==> src/rtl/arb_pkg.sv <==
// Shared constants, types and helpers for the arbiter grant path.
package arb_pkg;

    localparam int unsigned ARB_N     = 8;
    localparam int unsigned ARB_IDX_W = 3;

    typedef logic [ARB_N-1:0]     arb_vec_t;
    typedef logic [ARB_IDX_W-1:0] arb_idx_t;

    // Packet-lock FSM states (used only when packet locking is built in)
    typedef enum logic {
        StArb    = 1'b0,
        StLocked = 1'b1
    } lock_state_e;

    // Binary index of a one-hot vector; zero for an all-zero vector.
    function automatic arb_idx_t onehot2idx(arb_vec_t vec);
        arb_idx_t idx;
        idx = '0;
        for (int i = 0; i < ARB_N; i++) begin
            if (vec[i]) begin
                idx = idx | arb_idx_t'(i);
            end
        end
        return idx;
    endfunction

    // True when the vector has at most one bit set.
    function automatic logic is_onehot0(arb_vec_t vec);
        return (vec & (vec - arb_vec_t'(1))) == '0;
    endfunction

endpackage

==> src/rtl/onehot_mux.sv <==
// N-way AND-OR multiplexer driven by a one-hot (or all-zero) select.
module onehot_mux #(
    parameter int unsigned N = 8,
    parameter int unsigned W = 32
) (
    input  logic [N-1:0]   sel_i,
    input  logic [N*W-1:0] data_i,
    output logic [W-1:0]   data_o
);

    // OR together every lane whose select bit is set
    always_comb begin
        data_o = '0;
        for (int i = 0; i < N; i++) begin
            data_o = data_o | ({W{sel_i[i]}} & data_i[i*W +: W]);
        end
    end

endmodule

==> src/rtl/arb_grant_mux.sv <==
// Consumer of an 8-way arbiter grant: builds req from source valids, muxes the
// granted payload into a registered valid/ready output stage and flags bad grants.
// Optional packet locking is compiled in with `define ARB_GRANT_MUX_PKT_LOCK_EN,
// which adds in_last/out_last and holds the grant on one source until its last beat.
module arb_grant_mux
    import arb_pkg::*;
#(
    parameter  int unsigned N     = ARB_N,
    parameter  int unsigned W     = 32,
    localparam int unsigned IDX_W = $clog2(N)
) (
    input  logic             clk,
    input  logic             rst,
    input  logic [N-1:0]     in_valid,
    input  logic [N*W-1:0]   in_data,
    output logic [N-1:0]     in_ready,
`ifdef ARB_GRANT_MUX_PKT_LOCK_EN
    input  logic [N-1:0]     in_last,
    output logic             out_last,
`endif
    output logic [N-1:0]     req,
    input  logic [N-1:0]     grant,
    output logic             out_valid,
    output logic [W-1:0]     out_data,
    output logic [IDX_W-1:0] out_src,
    input  logic             out_ready,
    output logic             err_grant
);

    // The package helpers are sized for the arbiter width
    if (N != ARB_N) begin : g_bad_width
        $error("arb_grant_mux: N must equal ARB_N");
    end

    logic             out_valid_q, out_valid_d;
    logic [W-1:0]     out_data_q, out_data_d;
    logic [IDX_W-1:0] out_src_q, out_src_d;
    logic             err_q, err_d;

    logic             load_en;
    logic [N-1:0]     req_mask;
    logic             err_now;
    logic             accept;
    logic [W-1:0]     sel_data;
    logic [IDX_W-1:0] sel_idx;
    logic [N*IDX_W-1:0] idx_table;

    // Output register is empty or draining this cycle
    assign load_en = ~out_valid_q | out_ready;

`ifdef ARB_GRANT_MUX_PKT_LOCK_EN
    lock_state_e      state_q, state_d;
    logic [IDX_W-1:0] lock_src_q, lock_src_d;
    logic             out_last_q, out_last_d;
    logic             sel_last;

    // While locked only the owning source may request
    assign req_mask = (state_q == StLocked) ? (N'(1) << lock_src_q) : '1;
    assign sel_last = |(in_ready & in_last);
    assign out_last = out_last_q;

    // Lock FSM next state: enter on a non-last beat, leave on the last beat
    always_comb begin
        state_d    = state_q;
        lock_src_d = lock_src_q;
        out_last_d = out_last_q;
        if (accept) begin
            out_last_d = sel_last;
        end
        unique case (state_q)
            StArb: begin
                if (accept && !sel_last) begin
                    state_d    = StLocked;
                    lock_src_d = onehot2idx(in_ready);
                end
            end
            StLocked: begin
                if (accept && sel_last) begin
                    state_d = StArb;
                end
            end
            default: state_d = StArb;
        endcase
    end

    // Lock FSM state register
    always_ff @(posedge clk) begin
        if (rst) begin
            state_q    <= StArb;
            lock_src_q <= '0;
            out_last_q <= 1'b0;
        end else begin
            state_q    <= state_d;
            lock_src_q <= lock_src_d;
            out_last_q <= out_last_d;
        end
    end
`else
    assign req_mask = '1;
`endif

    // Requests are withheld while stalled so the arbiter pointer only moves on transfers
    assign req = in_valid & req_mask & {N{load_en}};

    // Multiple grants or a grant without a request both count as protocol errors
    assign err_now  = ~is_onehot0(grant) | (|(grant & ~req));
    assign in_ready = (err_now | rst) ? '0 : (grant & req);
    assign accept   = |in_ready;

    // Constant table of lane indices so the same mux yields the source number
    always_comb begin
        idx_table = '0;
        for (int i = 0; i < N; i++) begin
            idx_table[i*IDX_W +: IDX_W] = IDX_W'(i);
        end
    end

    onehot_mux #(
        .N (N),
        .W (W)
    ) u_data_mux (
        .sel_i  (in_ready),
        .data_i (in_data),
        .data_o (sel_data)
    );

    onehot_mux #(
        .N (N),
        .W (IDX_W)
    ) u_idx_mux (
        .sel_i  (in_ready),
        .data_i (idx_table),
        .data_o (sel_idx)
    );

    // Output stage next state: load on accept, empty when draining without accept
    always_comb begin
        out_valid_d = out_valid_q;
        out_data_d  = out_data_q;
        out_src_d   = out_src_q;
        err_d       = err_q | err_now;
        if (accept) begin
            out_valid_d = 1'b1;
            out_data_d  = sel_data;
            out_src_d   = sel_idx;
        end else if (load_en) begin
            out_valid_d = 1'b0;
        end
    end

    // Output stage and sticky error registers
    always_ff @(posedge clk) begin
        if (rst) begin
            out_valid_q <= 1'b0;
            out_data_q  <= '0;
            out_src_q   <= '0;
            err_q       <= 1'b0;
        end else begin
            out_valid_q <= out_valid_d;
            out_data_q  <= out_data_d;
            out_src_q   <= out_src_d;
            err_q       <= err_d;
        end
    end

    assign out_valid = out_valid_q;
    assign out_data  = out_data_q;
    assign out_src   = out_src_q;
    assign err_grant = err_q;

endmodule

==> config.mk <==
export PLATFORM = sky130hd
export DESIGN_NAME = arb_grant_mux
export DESIGN_NICKNAME = d
export VERILOG_FILES = /design/src/rtl/arb_pkg.sv /design/src/rtl/onehot_mux.sv /design/src/rtl/arb_grant_mux.sv
export SDC_FILE = /design/constraint.sdc
export NUM_CORES = 1
export LEC_CHECK = 0
export CAP_MARGIN = 30
export CORE_AREA = 8 8 121 123
export CTS_BUF_LIST = sky130_fd_sc_hd__clkbuf_4 sky130_fd_sc_hd__clkbuf_8 sky130_fd_sc_hd__clkbuf_16
export CTS_CLUSTER_DIAMETER = 60
export DETAILED_ROUTE_END_ITERATION = 10
export DIE_AREA = 0 0 129 131
export PLACE_DENSITY = 0.82
export SYNTH_ARGS = -nofsm -noshare
export SYNTH_HDL_FRONTEND = slang
export SYNTH_HIERARCHICAL = 1
export SYNTH_SLANG_ARGS = --single-unit
==> constraint.sdc <==
create_clock -name clk -period 3.4 [get_ports clk]
set_input_delay 0.68 -clock clk [delete_from_list [all_inputs] [get_ports clk]]
set_output_delay 0.68 -clock clk [all_outputs]
set_load 0.05 [all_outputs]
---- Yosys cells after proc, flatten, opt, wreduce, memory -nomap -nowiden ----
Index checks and enable logic that the tools add are counted.
W data, S select, Z words.
word-level totals
  bits in latches ......................... 0
  word-level logic and storage cells ...... 44
  ROM bits ................................ 0
  memory bits (writable) .................. 0
  memories kept ........................... 0
  bits in registers ....................... 37
cells by class
  shift operators ......................... 0
  $add $sub $neg .......................... 1
  muxes and demuxes ....................... 3
  bitwise logic cells ..................... 32
  reduce and logical (&&, ||, !) cells .... 4
  $lt $le $gt $ge ......................... 0
  divide/modulo/power cells ............... 0
  eq/ne operators ......................... 0
  multipliers ............................. 0
operators by type and width
  cell                   count
  $and A32 B32 Y32       8
  $or A32 B32 Y32        7
  $and A8 B8 Y8          4
  $reduce_or A8 Y1       2
  $or A3 B3 Y3           4
  $logic_not A8 Y1       1
  $mux W8                1
  $not A8 Y8             1
  $sub A8 B1 Y8 const B  1
  $or A1 B1 Y1           4
  $or A3 B2 Y3           1
  $mux W1                2
  $not A1 Y1             2
  $or A1 B2 Y2           1
  $reduce_bool A2 Y1     1

---- Logic depth before layout (Yosys ltp) ----
Gate-level depths: netlist (run 1).
  word-level depth ........................ 17
  mapped depth ............................ 11

---- By module ----
The synthesis (run 1) kept the hierarchy.
by module, submodules not included
  module                    area each (µm²)  cells each  times used
  arb_grant_mux             1,963.1          215         1
  onehot_mux at u_data_mux  1,342.5          184         1
  onehot_mux at u_idx_mux   108.9            15          1

---- Worst setup path before layout (run 1) ----
No wires, ideal clock.
  path kind ............................... input to output
  from .................................... input port in_valid[2]
  to ...................................... output port in_ready[1]
  data required time ...................... 2,720 ps
  path slack .............................. -166 ps
  data arrival time ....................... 2,886 ps
  cell stages on the path ................. 6
  path through ............................ inv_1 -> a222oi_1 -> o2111ai_1 -> or4b_1 -> buf_6 -> nor2_1
on the way
  longest elaborated chain between the ends .. 7
RTL lines
  item                line                  source
  start: declaration  arb_grant_mux.sv:14   input logic [N-1:0] in_valid,
  $and A8 B8 Y8       arb_grant_mux.sv:103  assign req = in_valid & req_mask & {N{load_en}};
  $not A8 Y8          arb_grant_mux.sv:106  assign err_now = ~is_onehot0(grant) | (|(grant & ~req));
  $and A8 B8 Y8       arb_grant_mux.sv:106
  $reduce_or A8 Y1    arb_grant_mux.sv:106
  $or A1 B1 Y1        arb_grant_mux.sv:106
  $or A1 B1 Y1        arb_grant_mux.sv:107  assign in_ready = (err_now | rst) ? '0 : (grant & req);
  $mux W8             arb_grant_mux.sv:107
  end: declaration    arb_grant_mux.sv:16   output logic [N-1:0] in_ready,
No other way between the ends.

---- Worst setup path after layout (run 1) ----
  from .................................... input port grant[6]
  to ...................................... register err_q (netlist: err_grant)
on the way
  longest elaborated chain between the ends .. 6
  elaborated cells on any way between the ends .. 8
RTL lines
  item                    line                  source
  start: declaration      arb_grant_mux.sv:22   input logic [N-1:0] grant,
  $sub A8 B1 Y8           arb_pkg.sv:30         return (vec & (vec - arb_vec_t'(1))) == '0;
  $and A8 B8 Y8           arb_pkg.sv:30
  $logic_not A8 Y1        arb_pkg.sv:30
  $not A1 Y1              arb_grant_mux.sv:106
  $or A1 B1 Y1 *          arb_grant_mux.sv:106
  $or A1 B1 Y1 *          arb_grant_mux.sv:141  err_d = err_q | err_now;
  end signal: assignment  arb_grant_mux.sv:162  err_q <= err_d;
  end: declaration        arb_grant_mux.sv:38   logic err_q, err_d;
Every way passes the cells marked *; elsewhere a longest branch is shown, timed or not.
A chain may end at the register's enable or synchronous reset.

==> results.ini, run 1 <==
[flow_run]
maxCapViolations=0

[clock_tree]
path_clk_slew_ps=60
cts_buffers=5
cts_buffer_depth=2
numClockSinks=37
cts_hold_buffers=0
cts_tree=done
htreeDepth=2
cts-root-buf=clkbuf_16
clock_latency_ps=280

[synth]
ys_ff_latch=37
synth_cell_types=31
syn_area_mm2=0.00341
synth_warnings=6
async_flop_share_pct=0
ys.flop_type=dfxtp_1
synth-edff-count=0
synth-seq-area-share_pct=21.7
synth_area_per_cell_um2=8.25
syn_inst=414

[route]
final_antenna_net_count=0
top_layer_used=met4
remaining_drc_errors=0
wl_met1_um=7280
wl_met3_um=1910
routed_wl_um=19700
dr_wl_met2_um=10000
drt_first_pass_iters=5
viasPerCell=5.23
drt-initial-drc-count=305
vias=5038
wire_per_inst_um=20.5

[floorplanning]
dieArea_mm2=0.0169
io_pins=328
start_util_pct=26.5
core_area_mm2=0.0129
die_w_um=129
rows=42
chipHeight_um=131

[setup_path]
critPathLaunchType=input pin
path_max_fanout=6
startpoint=grant[6]
criticalPathCategory=in2reg
r2r_slack_ps=710
worstRegToRegCells=17
r2r-start=out_valid$_SDFFE_PP0P_
crit_path_end_kind=flip-flop
r2r-end=err_grant$_SDFF_PP0_
critPathRequiredTime_ps=3550
cp.arrival_ps=3440
crit_end=err_grant$_SDFF_PP0_

[global_routing]
antenna_found_initial=0
grtUsageTotal_pct=21.8
gr-total-overflow=0
grt_pass1_vias=5503
grt_start_max_net_pins=73
grt_pass1_wl_um=28700

[power]
power_leakage_nw=2.69
power.total_w=0.00133
cellPowerDensity_mw_per_mm2=176
vdd_ir_drop_max_mv=0.139

[cells_and_area]
layout-drive-gt1-share_pct=13.3
area_growth_pct=122
final_cell_area_mm2=0.00758
antenna_cells=0
final_net_count=1062
nFillCells=1143

[timing]
max_freq_mhz=304
hold_violations=0
rsz0062_at_grt=false
worst_pin_slew_ps=613
finalSetupViolCount=0
skew_ps=6.43
post-route-min-period_ps=3290
fin_crit_sh_pct=96.7
drv_slew=0
relSlewSlack_pct=59.0

[placed_design]
dpl.hpwl_um=15400
gp_congestion=0.886
place_area_mm2=0.00724
port_buffers=327

[min_path]
hold_path_class=reg2reg

[outcome]
outcome=finished clean

==> synth_stat cells (3+ instances only) <==
master | count | share of area (%)
mux2i_1 | 35 | 10
buf_2 | 15 | 2.2
dfxtp_1 | 37 | 22
a22oi_1 | 139 | 31
clkbuf_1 | 9 | 0.99
inv_1 | 3 | 0.33
nor2_1 | 13 | 1.4
nand4_1 | 37 | 6.8
nand2_1 | 9 | 0.99
buf_6 | 10 | 3.3
nand2b_1 | 75 | 14
and2_1 | 7 | 1.3
buf_8 | 3 | 1.3
==> critical path: stages <==
cell       delay (ps)
buf_6             110
nand2b_4          130
a222oi_1          440
o2111ai_4         220
buf_6             160
buf_4             120
buf_4             130
buf_4             120
buf_4             120
buf_4             120
buf_4             120
buf_4             130
buf_4             120
buf_4             120
buf_4             120
buf_4             130
nor4b_4           270
nor2_1             60
==> through the flow <==
step                      cells  setup slack, ps  hold slack (ps)  utilization [%]  setup TNS [ps]
final                       964              112              470             58.9               0
after global routing        964             54.3              488             58.9               0
after CTS                   965             2.15              476             58.5               0
after detailed placement    941             -184              465             56.3           -6360
after global placement      941             -122              458             56.3           -3410
after floorplan             436              184              693                -               0
==> state kept, by name (all words and copies together), names as in the netlist <==
name / cells
out_src: 3
out_valid: 1
out_data: 32
err_grant: 1
==> repair_timing <==
| action | in CTS | in global routing |
|---|---|---|
| resized for setup | 10 | 32 |
| endpoints found under the setup margin | 8 | 13 |
| buffers inserted | 16 | 0 |
| pin swaps | 9 | 5 |
==> cells in the final DEF, fill, tap and decap left out, drive strengths merged, types with 2 or more instances in the layout <==
cell,instances
nand4,37
nand2,9
a22oi,140
clkdlybuf4s50,297
clkinv,2
and2,8
clkbuf,11
nor2,14
dfxtp,37
mux2i,35
inv,3
a32o,2
buf,72
dlymetal6s2s,7
o21ai,2
conb,24
nand2b,75
a21oi,2
==> power breakdown <==
| part | internal, W | switching [W] |
|---|---|---|
| clock network | 0.000278 | 0.000183 |
| logic | 0.000316 | 0.000121 |
| registers | 0.000434 | 0.000000721 |
| total | 0.00103 | 0.000305 |
==> how the worst min path moves through the flow <==
stage	from	to	slack [ps]	depth (start not counted)
4_1_cts	out_data[14]$_SDFFE_PP0P_	out_data[14]$_SDFFE_PP0P_	480	2
3_5_place_dp	out_data[28]$_SDFFE_PP0P_	out_data[28]$_SDFFE_PP0P_	460	2
5_1_grt	out_data[28]$_SDFFE_PP0P_	out_data[28]$_SDFFE_PP0P_	490	2
2_1_floorplan	out_data[10]$_SDFFE_PP0P_	out_data[10]$_SDFFE_PP0P_	690	2
6_report	out_data[20]$_SDFFE_PP0P_	out_data[20]$_SDFFE_PP0P_	470	2
3_3_place_gp	out_data[23]$_SDFFE_PP0P_	out_data[23]$_SDFFE_PP0P_	460	2
==> logic make-up after synthesis <==
family / Yosys count / share of synthesized area [%]
other: 2 / 0.220
AO/OA/AOI/OAI: 149 / 33.0
buffers and inverters: 40 / 8.13
flip-flops: 37 / 21.7
multiplexers: 35 / 10.3
AND/OR/NAND/NOR: 151 / 26.7
==> per-layer routing <==
metal | track usage, % | vias up
li1 | - | 2348
met2 | 40.1 | 302
met5 | 0 | -
met3 | 7.35 | 40
met4 | 7.60 | 0
met1 | 22.9 | 2348
==> layout make-up <==
cell class | count | area, um^2 | area share (%)
clock buffer | 6 | 133 | 1.75
clock inverter | 2 | 10.0 | 0.132
inverter | 3 | 11.3 | 0.149
multi-input combinational | 359 | 2610 | 34.4
sequential | 37 | 741 | 9.77
tap | 176 | 220 | 2.91
timing repair buffer | 381 | 3860 | 50.9
No activity file was read; power rests on OpenSTA's default activity.
==> run 2, diff against run 1 <==
- ABC_CLOCK_PERIOD_IN_PS: unset -> 3400
- CTS_CLUSTER_DIAMETER: 60 -> 200
==> results of run 2 <==
The final DEF is identical to that of run 1; final timing and power are the same.
==> run 3, diff against run 2 <==
- CORE_AREA: 8 8 121 123 -> 2 2 129 131
- DIE_AREA: 0 0 129 131 -> 0 0 131 133
- PLACE_DENSITY: 0.82 -> unset
==> results.ini, run 3 (synthesis results as in run 1) <==
[timing]
finalSetupViolCount=0  ; unchanged
setup_slack_ps=23.4  ; was 112 ps
hold_violations=0  ; unchanged
fin_crit_sh_pct=99.3  ; was 96.7%
relSlewSlack_pct=63.5  ; was 59.0%
max_freq_mhz=296  ; was 304 MHz
post-route-min-period_ps=3380  ; was 3290 ps
skew_ps=8.46  ; was 6.43 ps
hold_ws_ps=470  ; about the same
worst_pin_slew_ps=546  ; was 613 ps
drv_slew=0  ; unchanged

[clock_tree]
path_clk_slew_ps=60  ; about the same
numClockSinks=37  ; unchanged
cts_buffer_depth=2  ; unchanged
cts_hold_buffers=0  ; unchanged
cts_buffers=5  ; unchanged
cts-root-buf=clkbuf_16  ; unchanged
htreeDepth=2  ; unchanged
clock_latency_ps=280  ; about the same
cts_tree=done  ; unchanged

[power]
power_switching_w=0.000301  ; was 0.000305 W
power_leakage_nw=2.62  ; was 2.69 nW
power.total_w=0.00139  ; was 0.00133 W
p_seq_share_pct=31.4  ; was 32.6%
vdd_ir_drop_max_mv=0.261  ; was 0.139 mV
sw_frac_of_total_pct=21.8  ; was 22.9%
p_int_w=0.00108  ; was 0.00103 W
cellPowerDensity_mw_per_mm2=184  ; was 176 mW/mm^2
comb_power_share_pct=30.8  ; was 32.8%
clkPwrFrac_pct=37.9  ; was 34.6%

[min_path]
hold_depth=2  ; unchanged
hold_path_class=reg2reg  ; unchanged

[floorplanning]
chipHeight_um=133  ; was 131 um
core_area_mm2=0.0162  ; was 0.0129 mm^2
die_w_um=131  ; was 129 um
start_util_pct=21.1  ; was 26.5%
io_pins=328  ; unchanged
rows=47  ; was 42
dieArea_mm2=0.0174  ; was 0.0169 mm^2

[route]
routed_wl_um=17900  ; was 19,700 um
wire_per_inst_um=18.0  ; was 20.5 um
final_antenna_net_count=0  ; unchanged
remaining_drc_errors=0  ; unchanged
viasPerCell=4.81  ; was 5.23
drt-initial-drc-count=229  ; was 305
vias=4793  ; was 5,038
drt_first_pass_iters=5  ; unchanged

[setup_path]
path_max_fanout=6  ; unchanged
worstRegToRegCells=13  ; was 17
slowest_delay_ps=600  ; was 440 ps
crit_chain=dlygate4sd2_1 > inv_1 > a222oi_1 > o2111ai_2 > or4b_4 > buf_12 > nor2_4 > buf_12  ; was buf_6 > nand2b_4 > a222oi_1 > o2111ai_4 > buf_6 > buf_4 > buf_4 > buf_4 > buf_4 > buf_4 > buf_4 > buf_4 > buf_4 > buf_4 > buf_4 > buf_4 > nor4b_4 > nor2_1
cp.arrival_ps=2700  ; was 3440 ps
criticalPathCategory=in2out  ; was in2reg
cp_common_cell=buf_12  ; was buf_4
crit_path_end_kind=primary output  ; was flip-flop
critPathRequiredTime_ps=2720  ; was 3550 ps
worst_path_max_delay_cell=or4b_4  ; was a222oi_1
critPathLaunchType=input pin  ; unchanged

[cells_and_area]
area_growth_pct=121  ; was 122%
layout-drive-gt1-share_pct=11.0  ; was 13.3%
final_cell_mix=clkdlybuf4s50_1, a22oi_1, nand2b_1  ; unchanged
antenna_cells=0  ; unchanged
final_net_count=1051  ; was 1,062
nFillCells=1529  ; was 1,143
seqCellArea_um2=741  ; unchanged
utilization_pct=46.7  ; was 58.9%
largest_reg_flops=32  ; unchanged
final_common_cell=clkdlybuf4s50_1  ; unchanged
multiInputGateArea_mm2=0.00257  ; was 0.00261 mm^2

[global_routing]
grt_start_max_net_pins=73  ; unchanged
grt_pass1_vias=4962  ; was 5,503
gr-total-overflow=0  ; unchanged
antenna_found_initial=0  ; unchanged
grt_pass1_wl_um=25700  ; was 28,700 um
grtUsageTotal_pct=18.9  ; was 21.8%

[flow_run]
maxCapViolations=0  ; unchanged

[placed_design]
port_buffers=327  ; unchanged
gp_congestion=0.832  ; was 0.886
pre_cts_ws_ps=-213  ; was -184 ps
dpl.hpwl_um=14000  ; was 15,400 um

[outcome]
outcome=finished clean  ; unchanged

[run 3: changes by cell type in the layout (fill, tap and decap cells not counted), moves of 2 or more]
cell,before,now
buf_4,51,39
clkbuf_2,5,1
dlygate4sd2_1,0,5
nand2b_1,72,74
nand2b_4,3,1
[run 3: timing repair]
| action | in CTS | in global routing |
|---|---|---|
| endpoints found under the setup margin | 8 | 8 |
| cloned | 0 | 0 |
| pin swaps | 10 | 10 |
| setup buffers | 3 | 6 |
| gates resized for setup | 12 | 11 |
[run 3: routing by layer]
layer | vias up | wire length (um) | GRT usage [%] | part of all wire [%]
li1 | 2327 | - | - | -
met1 | 2207 | 6640 | 20.2 | 37
met5 | - | 0 | 0 | 0
met4 | 0 | 327 | 5.26 | 1.8
met2 | 240 | 9210 | 35.8 | 51
met3 | 19 | 1750 | 4.93 | 9.8
[run 3: worst paths after layout]
path	from	to	slack (ps)
setup / recovery	in_valid[2]	in_ready[6]	20
hold / removal	out_data[27]$_SDFFE_PP0P_	out_data[27]$_SDFFE_PP0P_	470
setup reg to reg	out_valid$_SDFFE_PP0P_	out_data[4]$_SDFFE_PP0P_	730
hold reg to reg	out_data[27]$_SDFFE_PP0P_	out_data[27]$_SDFFE_PP0P_	470
[run 3: worst max-delay path: cells and delay by family]
family | cells | cell delay (ps)
AO/OA/AOI/OAI | 2 | 620
buffers and inverters | 4 | 650
AND/OR/NAND/NOR | 2 | 750
[run 3: layout make-up]
cell class	instances	share of cell area, %
Clock buffer	5	1.66
Clock inverter	2	0.464
Tap cell	220	3.65
Timing Repair Buffer	370	50.3
Inverter	3	0.149
Multi-Input combinational cell	359	34.0
Sequential cell	37	9.81
[run 3: per-stage QoR]
stage	instances	setup TNS, ps	instance area (um^2)
6_report	996	0	7550
5_1_grt	996	-73.3	7550
3_5_place_dp	980	-6710	7270
2_1_floorplan	436	0	3520
4_1_cts	990	0	7480
3_3_place_gp	980	-3110	7270
[run 3: power groups by stage]
stage | registers, W | clock network, W | logic (W)
CTS | 0.000434 | 0.000547 | 0.000425
floorplan | 0.000446 | 0 | 0.0000646
global placement | 0.000444 | 0 | 0.000419
detailed placement | 0.000444 | 0 | 0.000423
finish | 0.000435 | 0.000525 | 0.000426
global route | 0.000434 | 0.000563 | 0.000447
